<file path="config.mk">
export PLATFORM = sky130hd
export DESIGN_NAME = imem_boot_loader
export DESIGN_NICKNAME = d
export VERILOG_FILES = /design/src/rtl/boot_pkg.sv /design/src/rtl/byte_word_packer.sv /design/src/rtl/imem_boot_loader.sv
export SDC_FILE = /design/constraint.sdc
export NUM_CORES = 1
export LEC_CHECK = 0
export CORE_ASPECT_RATIO = 1.4
export CORE_UTILIZATION = 55
export CTS_CLUSTER_DIAMETER = 100
export DETAILED_ROUTE_END_ITERATION = 6
export PLACE_DENSITY = 0.79
export SYNTH_ARGS = -nofsm -noshare
export SYNTH_HDL_FRONTEND = slang
export SYNTH_SLANG_ARGS = --single-unit
</file>
<file path="constraint.sdc">
create_clock -name clk -period 2.9 [get_ports clk]
set_input_delay 0.87 -clock clk [delete_from_list [all_inputs] [get_ports clk]]
set_output_delay 0.87 -clock clk [all_outputs]
set_load 0.05 [all_outputs]
</file>
<file path="src/rtl/boot_pkg.sv">
// rtl/boot_pkg.sv - shared state encoding and frame-field constants for the boot loader
package boot_pkg;

    typedef enum logic [2:0] {
        IDLE,
        LEN_HI,
        LEN_LO,
        DATA,
        CHECK,
        DONE,
        ERROR
    } boot_state_t;

    localparam int LEN_BYTES = 2;
    localparam int CHK_BYTES = 1;
    localparam int LEN_W     = 8 * LEN_BYTES;
    localparam int CHK_W     = 8 * CHK_BYTES;

    // States in which the loader takes bytes from the stream
    function automatic logic state_rx(input boot_state_t s);
        return (s == LEN_HI) || (s == LEN_LO) || (s == DATA) || (s == CHECK);
    endfunction

endpackage

</file>
<file path="src/rtl/byte_word_packer.sv">
// rtl/byte_word_packer.sv - big-endian byte-to-word shift register with lane counter
module byte_word_packer #(
    parameter int WORD_BYTES = 4
) (
    input  logic                    clk,
    input  logic                    reset,
    input  logic                    clear,
    input  logic                    s_tvalid,
    input  logic [7:0]              s_tdata,
    output logic                    lane_last,
    output logic                    m_tvalid,
    output logic [8*WORD_BYTES-1:0] m_tdata
);

    localparam int W      = 8 * WORD_BYTES;
    localparam int LANE_W = (WORD_BYTES > 1) ? $clog2(WORD_BYTES) : 1;

    logic [LANE_W-1:0] lane;
    logic [W-1:0]      shreg;
    logic [W-1:0]      shreg_next;

    // Earliest byte ends up in the top lane after WORD_BYTES shifts
    assign shreg_next = (shreg << 8) | W'(s_tdata);
    assign lane_last  = (lane == LANE_W'(WORD_BYTES - 1));

    always_ff @(posedge clk) begin
        if (reset) begin
            lane     <= '0;
            shreg    <= '0;
            m_tvalid <= 1'b0;
            m_tdata  <= '0;
        end else begin
            m_tvalid <= 1'b0;
            if (clear) begin
                lane  <= '0;
                shreg <= '0;
            end else if (s_tvalid) begin
                shreg <= shreg_next;
                if (lane_last) begin
                    lane     <= '0;
                    m_tvalid <= 1'b1;
                    m_tdata  <= shreg_next;
                end else begin
                    lane <= lane + 1'b1;
                end
            end
        end
    end

endmodule

</file>
<file path="src/rtl/imem_boot_loader.sv">
// rtl/imem_boot_loader.sv - framed byte-stream loader that fills instruction memory and holds the CPU
module imem_boot_loader
    import boot_pkg::*;
#(
    parameter int WORD_BYTES = 4,
    parameter int ADDR_W     = 8,
    parameter int BASE_ADDR  = 0
) (
    input  logic                    clk,
    input  logic                    reset,
    input  logic                    start,
    input  logic                    s_valid,
    input  logic [7:0]              s_data,
    output logic                    s_ready,
    output logic                    mem_we,
    output logic [ADDR_W-1:0]       mem_addr,
    output logic [8*WORD_BYTES-1:0] mem_wdata,
    output logic                    cpu_hold,
    output logic                    done,
    output logic                    error,
    output logic [ADDR_W:0]         words_loaded
);

    boot_state_t       state;
    boot_state_t       state_next;
    logic [7:0]        len_hi;
    logic [LEN_W-1:0]  len;
    logic [LEN_W-1:0]  len_rx;
    logic [CHK_W-1:0]  xor_acc;
    logic [ADDR_W-1:0] addr_ptr;
    logic              accept;
    logic              restart;
    logic              data_accept;
    logic              lane_last;
    logic              word_done;
    logic              last_word;
    logic              oversize;

    assign accept      = s_valid && s_ready;
    assign restart     = start && ((state == IDLE) || (state == DONE) || (state == ERROR));
    assign data_accept = accept && (state == DATA);
    assign word_done   = data_accept && lane_last;
    assign last_word   = word_done && ((32'(words_loaded) + 32'd1) == 32'(len));
    assign len_rx      = {len_hi, s_data};
    // Image may fill memory exactly, but never more than 2^ADDR_W words
    assign oversize    = 32'(len_rx) > (32'd1 << ADDR_W);

    always_comb begin
        state_next = state;
        case (state)
            IDLE, DONE, ERROR: if (start) state_next = LEN_HI;
            LEN_HI:            if (accept) state_next = LEN_LO;
            LEN_LO: begin
                if (accept) begin
                    if (oversize)
                        state_next = ERROR;
                    else if (len_rx == '0)
                        state_next = CHECK;
                    else
                        state_next = DATA;
                end
            end
            DATA:              if (last_word) state_next = CHECK;
            CHECK:             if (accept) state_next = (s_data == xor_acc) ? DONE : ERROR;
            default:           state_next = IDLE;
        endcase
    end

    always_ff @(posedge clk) begin
        if (reset) begin
            state        <= IDLE;
            s_ready      <= 1'b0;
            cpu_hold     <= 1'b1;
            done         <= 1'b0;
            error        <= 1'b0;
            len_hi       <= '0;
            len          <= '0;
            xor_acc      <= '0;
            addr_ptr     <= ADDR_W'(BASE_ADDR);
            mem_addr     <= '0;
            words_loaded <= '0;
        end else begin
            state    <= state_next;
            s_ready  <= state_rx(state_next);
            cpu_hold <= (state_next != DONE);
            done     <= (state_next == DONE);
            error    <= (state_next == ERROR);
            if (restart) begin
                xor_acc      <= '0;
                addr_ptr     <= ADDR_W'(BASE_ADDR);
                words_loaded <= '0;
            end
            if (accept && (state == LEN_HI))
                len_hi <= s_data;
            if (accept && (state == LEN_LO))
                len <= len_rx;
            if (data_accept)
                xor_acc <= xor_acc ^ s_data;
            if (word_done) begin
                mem_addr     <= addr_ptr;
                addr_ptr     <= addr_ptr + 1'b1;
                words_loaded <= words_loaded + 1'b1;
            end
        end
    end

    byte_word_packer #(
        .WORD_BYTES (WORD_BYTES)
    ) u_packer (
        .clk       (clk),
        .reset     (reset),
        .clear     (restart),
        .s_tvalid  (data_accept),
        .s_tdata   (s_data),
        .lane_last (lane_last),
        .m_tvalid  (mem_we),
        .m_tdata   (mem_wdata)
    );

endmodule

</file>
==> flow_metrics.tcl, run 1 <==
set metrics [dict create \
    status "finished, violations left" \
    violations "design-rule violations" \
    cp.depth 1 \
    end_kind "output pin" \
    synth_xor_area_frac 0.0302 \
    place_congestion 0.895 \
    grtUsageTotal 0.280 \
    clk_pin_slew_ns 0.06 \
    ir_worst_vdd_mv 0.533 \
    yosys.area.top_type "dfxtp_1" \
    drt_iter0_drc 292 \
    hold_path.class "flip-flop to flip-flop" \
    reg2reg_depth 7 \
    drtAntennaViolNets 0 \
    yosys.area_share.simple 0.248 \
    slowest_delay_ns 0.88 \
    cp-startpoint "words_loaded[3]" \
    htreeDepth 4 \
    fmax_mhz 369 \
    crit_chain "clkdlybuf4s50_1" \
    fill_cells 716 \
    power_density_nw_per_um2 603 \
    cpMaxStageDelayCell "clkdlybuf4s50_1" \
    drt_pre_antenna_iters 7 \
    wirelength_microns 13300 \
    antenna_found_initial 0 \
    final_max_slew_viol_count 0 \
    cts_num_sinks 123 \
    rsz0062_at_grt "no" \
    fp.dieW_microns 84.3 \
    cts_setup_buffers 0 \
    arrival_ns 1.84 \
    synth_top_flop_cell "dfxtp_1" \
    synthTopCellsByArea "dfxtp_1, nand2_1, a21oi_1" \
    layout-drive-gt1-share 0.0942 \
    die_h_microns 117 \
    ys_top_cells_by_count "nand2_1, dfxtp_1, a21oi_1" \
    synth_top_area_frac 0.472 \
    cp.buffers_inverters 1 \
    crit_end "words_loaded[3]" \
    synth-warning-count 0 \
    min_period_over_period 0.935 \
    nNetsFinal 747 \
    fin_setup_tns_ns 0 \
    cp.required_ns 2.03 \
    total_power_mw 3.95 \
    r2r-start "words_loaded[0]" \
    grt_pass1_vias 4408 \
    drc 8 \
    initial_core_util 0.571 \
    fp-row-count 41 \
    postCtsResizedCells 0 \
    grt_max_degree 84 \
    tightest_slew_ns 0.741 \
    cts_tree "built" \
    ys_ff_latch 123 \
    hold_viol_final 0 \
    p_leak_nw 2.21 \
    synth_enable_flop_cells 0 \
    antenna_cells 0 \
    synthAdderAreaFrac 0.00719 \
    grt_pass1_wl_microns 21500 \
    drv_cap 0 \
    synth_compound_area_frac 0.194 \
    ys_seq_area_frac 0.472 \
    postSynthCellCount 677 \
    core_sq_um 9130 \
    via_per_inst 5.77 \
    syn_nets 692 \
    startpoint_type "flip-flop" \
    synthToLayoutAreaGrowth_pct 25.6 \
    wl_per_cell_microns 15.7 \
    r2r_end "error" \
    crit_type "flip-flop to output pin" \
    numPortBuffers 65 \
    post_synth.cell_area_avg_sq_um 7.71 \
    grt-ovfl-total 0 \
    dp_hpwl_microns 8840 \
    setup_violations 0 \
    path_delay_family "buffers and inverters" \
    ys_async_sr_fraction 0 \
    syn_area_sq_um 5220 \
    yosysMostFrequentCell "nand2_1" \
    hold_depth 2 \
    synth_top_family_by_area "simple AND/OR/NAND/NOR gates" \
    reg2reg_slack_ns 0.54 \
    die_area_sq_um 9890 \
    vias 4905 \
    crit_fanout 10 \
    postCtsHoldBufs 0 \
    ioPinCount 66 \
    post_synth_num_cell_types 49 \
    cts-root-buf "clkbuf_16" \
    clk-insertion-delay-late_ns 0.42 \
    fin_skew_ns 0.0117 \
    min_period_ns 2.71 \
    slew_headroom 0.506 \
    synth.mux.area_fraction 0 \
    cts_buffers 17 \
    clock_tree.buffer_depth 2 \
]
==> cells in the final DEF, fill, tap and decap left out, drive strengths merged, types with 2 or more instances in the layout <==
| cell | n |
|---|---|
| nor4 | 3 |
| a211oi | 5 |
| inv | 6 |
| clkinv | 6 |
| nand4b | 2 |
| clkbuf | 19 |
| buf | 27 |
| ha | 3 |
| nand2b | 4 |
| a22oi | 2 |
| or4 | 3 |
| a21boi | 2 |
| nand4 | 5 |
| a41oi | 2 |
| and3b | 3 |
| or2 | 3 |
| dfxtp | 123 |
| and2 | 5 |
| o21ai | 42 |
| nand3 | 13 |
| xnor2 | 16 |
| nor3 | 9 |
| nor2 | 33 |
| nor3b | 2 |
| and3 | 7 |
| a21oi | 121 |
| xor2 | 2 |
| a31oi | 4 |
| clkinvlp | 2 |
| nand2 | 177 |
| bufinv | 2 |
| clkdlybuf4s50 | 64 |
| nand3b | 11 |
| or3 | 6 |
==> flip-flops by register name, indices dropped and copies added, names as in the netlist <==
register           flops
u_packer.m_tdata      32
u_packer.shreg        24
len                   16
words_loaded           9
addr_ptr               8
len_hi                 8
mem_addr               8
xor_acc                8
state                  3
u_packer.lane          2
cpu_hold               1
done                   1
error                  1
s_ready                1
u_packer.m_tvalid      1
==> how the worst min path moves through the flow <==
stage,start,end,slack [ns]
after global routing,len[15],len[15],0.47
final,u_packer.shreg[20],u_packer.shreg[20],0.45
after CTS,u_packer.m_tdata[25],u_packer.m_tdata[25],0.45
after floorplan,len[12],len[12],0.43
after detailed placement,u_packer.m_tdata[25],u_packer.m_tdata[25],0.45
after global placement,len[11],len[11],0.44
==> power breakdown <==
part / switching (mW) / total (mW) / internal (mW)
registers: 0.0124 / 1.71 / 1.70
clock network: 0.749 / 2.04 / 1.30
logic: 0.122 / 0.194 / 0.0717
==> stage by stage <==
step,util,cell area (sq um),std cells,hold WS [ns],setup slack (ns)
2_1_floorplan,-,5220,677,0.431,0.590
3_3_place_gp,0.655,5980,820,0.441,0.173
3_5_place_dp,0.655,5980,820,0.447,0.127
4_1_cts,0.717,6550,850,0.455,0.191
5_1_grt,0.717,6550,850,0.469,0.153
6_report,0.717,6550,850,0.453,0.188
==> routing by layer <==
metal	up-vias	wire, microns	global-route usage
met1	2296	5410	0.319
met5	-	0	0
li1	2402	-	-
met3	28	672	0.0610
met4	0	376	0.154
met2	179	6860	0.495
==> layout make-up <==
class,count,area [sq um],area share
multi-input cells,494,2510,0.383
flip-flops and latches,123,2460,0.376
repair buffers,91,853,0.130
clock buffers,19,453,0.0691
well taps,107,134,0.0204
clock inverters,11,121,0.0185
inverters,5,18.8,0.00286
==> cell families (layout without fill, tap and decap cells) <==
family,Yosys count,count (layout)
xor gates and xnor gates,18,18
AOI/OAI and AO/OA,186,186
and+or+nand+nor,287,287
adders and majority gates,3,3
buffers and inverters,60,126
DFF,123,123
Note: power is estimated with default switching activity, not from simulation.
==> run 2: changes to the inputs <==
--- a/config.mk
+++ b/config.mk
@@ -6,10 +6,11 @@
 export NUM_CORES = 1
 export LEC_CHECK = 0
 export CORE_ASPECT_RATIO = 1.4
-export CORE_UTILIZATION = 55
+export CORE_UTILIZATION = 60
 export CTS_CLUSTER_DIAMETER = 100
 export DETAILED_ROUTE_END_ITERATION = 6
-export PLACE_DENSITY = 0.79
+export DONT_BUFFER_PORTS = 1
+export PLACE_DENSITY = 0.76
 export SYNTH_ARGS = -nofsm -noshare
 export SYNTH_HDL_FRONTEND = slang
 export SYNTH_SLANG_ARGS = --single-unit
==> run 2 against run 1 <==
- the run now ends clean
- clock-buffer cell count increased by 3
- sequential share of layout area rose by 4.6 points
- non-clock buffer count shrank 72
- final area is 11% lower
- clock power is essentially flat
- setup slack improved by 0.45 ns
- power decreased by 1.7%
- sequential power barely moved
- combinational power shrank 39%
- die area decreased by 8.2%
- critical path type is now flip-flop to flip-flop
- critical endpoint is now cpu_hold
- largest power group unchanged
- highest routed layer unchanged
==> flow_metrics.tcl, run 2 (synthesized netlist as in run 1, its figures left out) <==
set metrics [dict create \
    grt-ovfl-total 0 \
    arrival_ns 2.57 \
    final_max_slew_viol_count 0 \
    crit_fanout 8 \
    slew_headroom 0.449 \
    reg2reg_depth 7 \
    die_h_microns 112 \
    power_density_nw_per_um2 665 \
    multi_input_area_sq_um 2510 \
    drtAntennaViolNets 0 \
    grt_pass1_wl_microns 20300 \
    postCtsResizedCells 0 \
    dp_hpwl_microns 8210 \
    rsz0062_at_grt "no" \
    grt_max_degree 98 \
    hold_path.class "flip-flop to flip-flop" \
    status "finished, final reports clean" \
    core_sq_um 8300 \
    drt_pre_antenna_iters 5 \
    final_common_cell "nand2_1" \
    cts_tree "built" \
    clk_pin_slew_ns 0.05 \
    crit_type "flip-flop to flip-flop" \
    cts_buffers 17 \
    die_area_sq_um 9080 \
    cts_num_sinks 123 \
    fmax_mhz 441 \
    instances_no_fill 775 \
    fin_skew_ns 0.0132 \
    largest_register "u_packer.m_tdata" \
    ioPinCount 66 \
    fp-row-count 39 \
    tightest_slew_ns 0.826 \
    vias 4559 \
    drc 0 \
    hold_viol_final 0 \
    cts-root-buf "clkbuf_16" \
    ir_worst_vdd_mv 0.625 \
    cts_setup_buffers 0 \
    hold_depth 2 \
    postCtsHoldBufs 0 \
    fp.dieW_microns 80.8 \
    nNetsFinal 675 \
    min_period_ns 2.27 \
    fill_cells 678 \
    clk-insertion-delay-late_ns 0.42 \
    p_leak_nw 1.93 \
    drv_cap 0 \
    antenna_found_initial 0 \
    initial_core_util 0.629 \
    synthToLayoutAreaGrowth_pct 12.0 \
    fin_setup_tns_ns 0 \
    numPortBuffers 0 \
    cp.required_ns 3.20 \
    ff_latch_area_sq_um 2460 \
    place_congestion 0.819 \
    via_per_inst 5.88 \
    layout-drive-gt1-share 0.0921 \
    grtUsageTotal 0.293 \
    min_period_over_period 0.782 \
    antenna_cells 0 \
    htreeDepth 4 \
    dp_cells 743 \
    reg_top3 "u_packer.m_tdata (32), u_packer.shreg (24), len (16)" \
    largest_register_ffs 32 \
    wirelength_microns 12500 \
    startpoint_type "flip-flop" \
    mostFrequentLayoutCells "nand2_1, dfxtp_1, a21oi_1" \
    end_kind "flip-flop" \
    grt_pass1_vias 4294 \
    clock_tree.buffer_depth 2 \
    setup_violations 0 \
    drt_iter0_drc 324 \
    wl_per_cell_microns 16.1 \
]
==> run 2: changes by cell type in the layout (fill, tap and decap cells not counted), sizes merged <==
cell / previous run / this run
clkinv: 6 / 2
clkinvlp: 2 / 5
clkbuf: 19 / 22
buf: 27 / 19
clkdlybuf4s50: 64 / 0
==> run 2: final timing paths <==
path / from / end / slack (ns)
setup / recovery: words_loaded[5] / cpu_hold / 0.63
hold reg to reg: len[12] / len[12] / 0.45
hold / removal: len[12] / len[12] / 0.45
setup reg to reg: words_loaded[5] / cpu_hold / 0.63
==> run 2: critical path, cell delays in order (launching register included) <==
cell	delay [ns]
dfxtp_1	0.77
nand2_1	0.19
or4_1	0.50
o21a_1	0.13
o221ai_2	0.20
a41oi_2	0.20
inv_2	0.10
nand2b_1	0.05
==> run 2: power breakdown <==
group / leakage [nW] / internal [mW] / switching, mW
sequential: 0.991 / 1.70 / 0.0110
clock: 0.269 / 1.31 / 0.745
combinational: 0.674 / 0.0406 / 0.0784
total: 1.93 / 3.05 / 0.834
==> run 2: cell type report <==
cell class | instances | area share
multi-input combinational | 494 | 0.430
sequential | 123 | 0.422
clock buffer | 22 | 0.0795
timing repair buffer | 19 | 0.0244
tap | 102 | 0.0218
clock inverter | 10 | 0.0199
inverter | 5 | 0.00321
==> run 2: through the flow <==
step           power, mW  hold WS (ns)   util  cell area (sq um)  setup WS (ns)
6_report            3.88         0.449  0.704               5840          0.633
2_1_floorplan       1.87         0.431      -               5220          0.590
4_1_cts             3.91         0.444  0.704               5840          0.631
3_3_place_gp        1.86         0.433  0.634               5260          0.483
5_1_grt             3.99         0.464  0.704               5840          0.457
3_5_place_dp        1.86         0.437  0.634               5260          0.411
==> run 2: metal layers <==
layer	track usage	part of all wire	vias to the layer above
li1	-	-	2269
met1	0.340	0.42	2136
met2	0.489	0.51	132
met3	0.0748	0.052	22
met4	0.146	0.019	0
met5	0	0	-
==> run 3: changes to the inputs <==
--- a/config.mk
+++ b/config.mk
@@ -6,11 +6,11 @@
 export NUM_CORES = 1
 export LEC_CHECK = 0
 export CORE_ASPECT_RATIO = 1.4
-export CORE_UTILIZATION = 60
+export CORE_UTILIZATION = 57
 export CTS_CLUSTER_DIAMETER = 100
 export DETAILED_ROUTE_END_ITERATION = 6
 export DONT_BUFFER_PORTS = 1
-export PLACE_DENSITY = 0.76
+export PLACE_DENSITY = 0.75
 export SYNTH_ARGS = -nofsm -noshare
 export SYNTH_HDL_FRONTEND = slang
 export SYNTH_SLANG_ARGS = --single-unit
==> constraint.sdc (replaced) <==
create_clock -name clk -period 2 [get_ports clk]
set_input_delay 0.6 -clock clk [delete_from_list [all_inputs] [get_ports clk]]
set_output_delay 0.6 -clock clk [all_outputs]
set_load 0.05 [all_outputs]
==> run 3 against run 2 <==
- sequential cell count did not move
- clock-buffer cell count fell by 2
- wire length rose by 5.9%
- via count rose by 3.5%
- sequential power rose by 44%
- combinational power rose by 78%
- largest cell class unchanged
- register-to-register slack got worse by 0.54 ns
- final cell count rose by 2.1%
- fmax rose by 19%
- critical path depth fell by 1
- clock power rose by 56%
- worst hold slack got worse by 0.20 ns
==> flow_metrics.tcl, run 3 (synthesized netlist as in run 1, its figures left out) <==
set metrics [dict create \
    nNetsFinal 688 \
    p_sw_mw 1.27 \
    drt_pre_antenna_iters 5 \
    clockPowerShare 0.544 \
    r2r-start "words_loaded[1]" \
    layout-drive-gt1-share 0.134 \
    final_max_slew_viol_count 0 \
    grt-ovfl-total 0 \
    reg_top3 "u_packer.m_tdata (32), u_packer.shreg (24), len (16)" \
    instances_no_fill 791 \
    crit_chain "nand4_2 > or4_1 > o21a_1 > o221ai_2 > a41oi_4 > nor3b_2" \
    fin_util 0.700 \
    place_congestion 0.871 \
    p_int_mw 4.62 \
    reg2reg_depth 6 \
    wirelength_microns 13200 \
    place_ws_ns -0.0135 \
    drc 0 \
    cp-startpoint "words_loaded[1]" \
    grt_pass1_vias 4554 \
    via_per_inst 5.96 \
    min_period_over_period 0.954 \
    synthToLayoutAreaGrowth_pct 16.9 \
    cp.buffers_inverters 0 \
    clk-insertion-delay-late_ns 0.41 \
    ir_worst_vdd_mv 0.844 \
    grt_pass1_wl_microns 21400 \
    hold_viol_final 0 \
    numPortBuffers 0 \
    dp_cells 760 \
    tightest_slew_ns 0.551 \
    initial_core_util 0.599 \
    postCtsHoldBufs 0 \
    r2r_end "error" \
    grt_max_degree 98 \
    setup_violations 0 \
    die_h_microns 115 \
    final_common_cell "nand2_1" \
    largest_register_ffs 32 \
    largest_register "u_packer.m_tdata" \
    slowest_delay_ns 0.53 \
    p_sw_frac 0.215 \
    htreeDepth 4 \
    dp_hpwl_microns 8570 \
    drtAntennaViolNets 0 \
    slew_headroom 0.632 \
    power_density_nw_per_um2 965 \
    cts_setup_buffers 0 \
    drv_cap 0 \
    vias 4717 \
    share_seq_of_total_power 0.420 \
    cts_buffers 17 \
    drt_iter0_drc 310 \
    crit_end "error" \
    wl_per_cell_microns 16.7 \
    crit_type "flip-flop to flip-flop" \
    antenna_cells 0 \
    fill_cells 711 \
    cpMaxStageDelayCell "or4_1" \
    min_period_ns 1.91 \
    fin_ws_ns 0.0919 \
    mostFrequentLayoutCells "nand2_1, a21oi_1, dfxtp_1" \
    clock_tree.buffer_depth 2 \
    path_delay_family "simple AND/OR/NAND/NOR gates" \
    antenna_found_initial 0 \
    cts-root-buf "clkbuf_16" \
    dpl_cell_area_sq_um 5440 \
    cts_tree "built" \
    arrival_ns 2.24 \
    status "finished, final reports clean" \
    whs_ns 0.252 \
    cp.depth 6 \
    p_leak_nw 2.07 \
    fin_skew_ns 0.00809 \
    hold_path.class "input port to flip-flop" \
    fin_area_sq_um 6100 \
    clk_pin_slew_ns 0.06 \
    fmax_mhz 524 \
    crit_fanout 6 \
    core_sq_um 8710 \
    cts_num_sinks 123 \
    total_power_mw 5.88 \
    end_kind "flip-flop" \
    cp.required_ns 2.33 \
    fp.dieW_microns 82.9 \
    fin_setup_tns_ns 0 \
    ioPinCount 66 \
    combinationalPowerShare 0.036 \
    die_area_sq_um 9550 \
    fp-row-count 40 \
    grtUsageTotal 0.281 \
    reg2reg_slack_ns 0.09 \
    startpoint_type "flip-flop" \
]
-- run 3: cell types whose count changed in the layout (fill, tap and decap cells not counted), moves of 4 or more --
cell and change:
dfxtp_2 +5, clkinv_4 +4, dfxtp_1 -8, buf_4 +10
-- run 3: cell type report --
class	count	area (sq um)	share of cell area
multi-input combinational	494	2560	0.420
clock inverter	12	163	0.0267
timing repair buffer	32	278	0.0455
sequential	123	2480	0.407
inverter	5	18.8	0.00308
tap	105	131	0.0215
clock buffer	20	467	0.0765
-- run 3: timing repair --
action / in CTS / in global routing
endpoints found under the setup margin: 0 / 6
gates resized for setup: 0 / 7
endpoints found under the hold margin: 0 / 0
-- run 3: worst reg2reg max path: cells and delay by family, from the launching register on --
family,cells,cell delay [ns]
and+or+nand+nor,3,0.90
AOI/OAI and AO/OA,3,0.54
DFF,1,0.40
-- run 3: power groups by stage --
stage	sequential, mW	clock [mW]	combinational, mW
floorplan	2.53	0	0.172
detailed placement	2.52	0	0.208
global placement	2.52	0	0.205
global route	2.47	3.33	0.229
CTS	2.47	3.23	0.210
finish	2.47	3.20	0.212
-- run 3: worst min path at each step --
stage	from	slack (ns)	depth (start not counted)	end
after floorplan	len[12]	0.43	2	len[12]
after global placement	u_packer.shreg[19]	0.43	2	u_packer.m_tdata[27]
after detailed placement	len[15]	0.44	2	len[15]
after CTS	reset	0.24	1	words_loaded[4]
after global routing	reset	0.24	1	words_loaded[3]
final	reset	0.25	1	words_loaded[5]
-- run 3: per-layer routing --
metal / part of all wire / GRT usage
met5: 0 / 0
met4: 0.029 / 0.143
met3: 0.061 / 0.0732
met2: 0.51 / 0.497
met1: 0.40 / 0.314
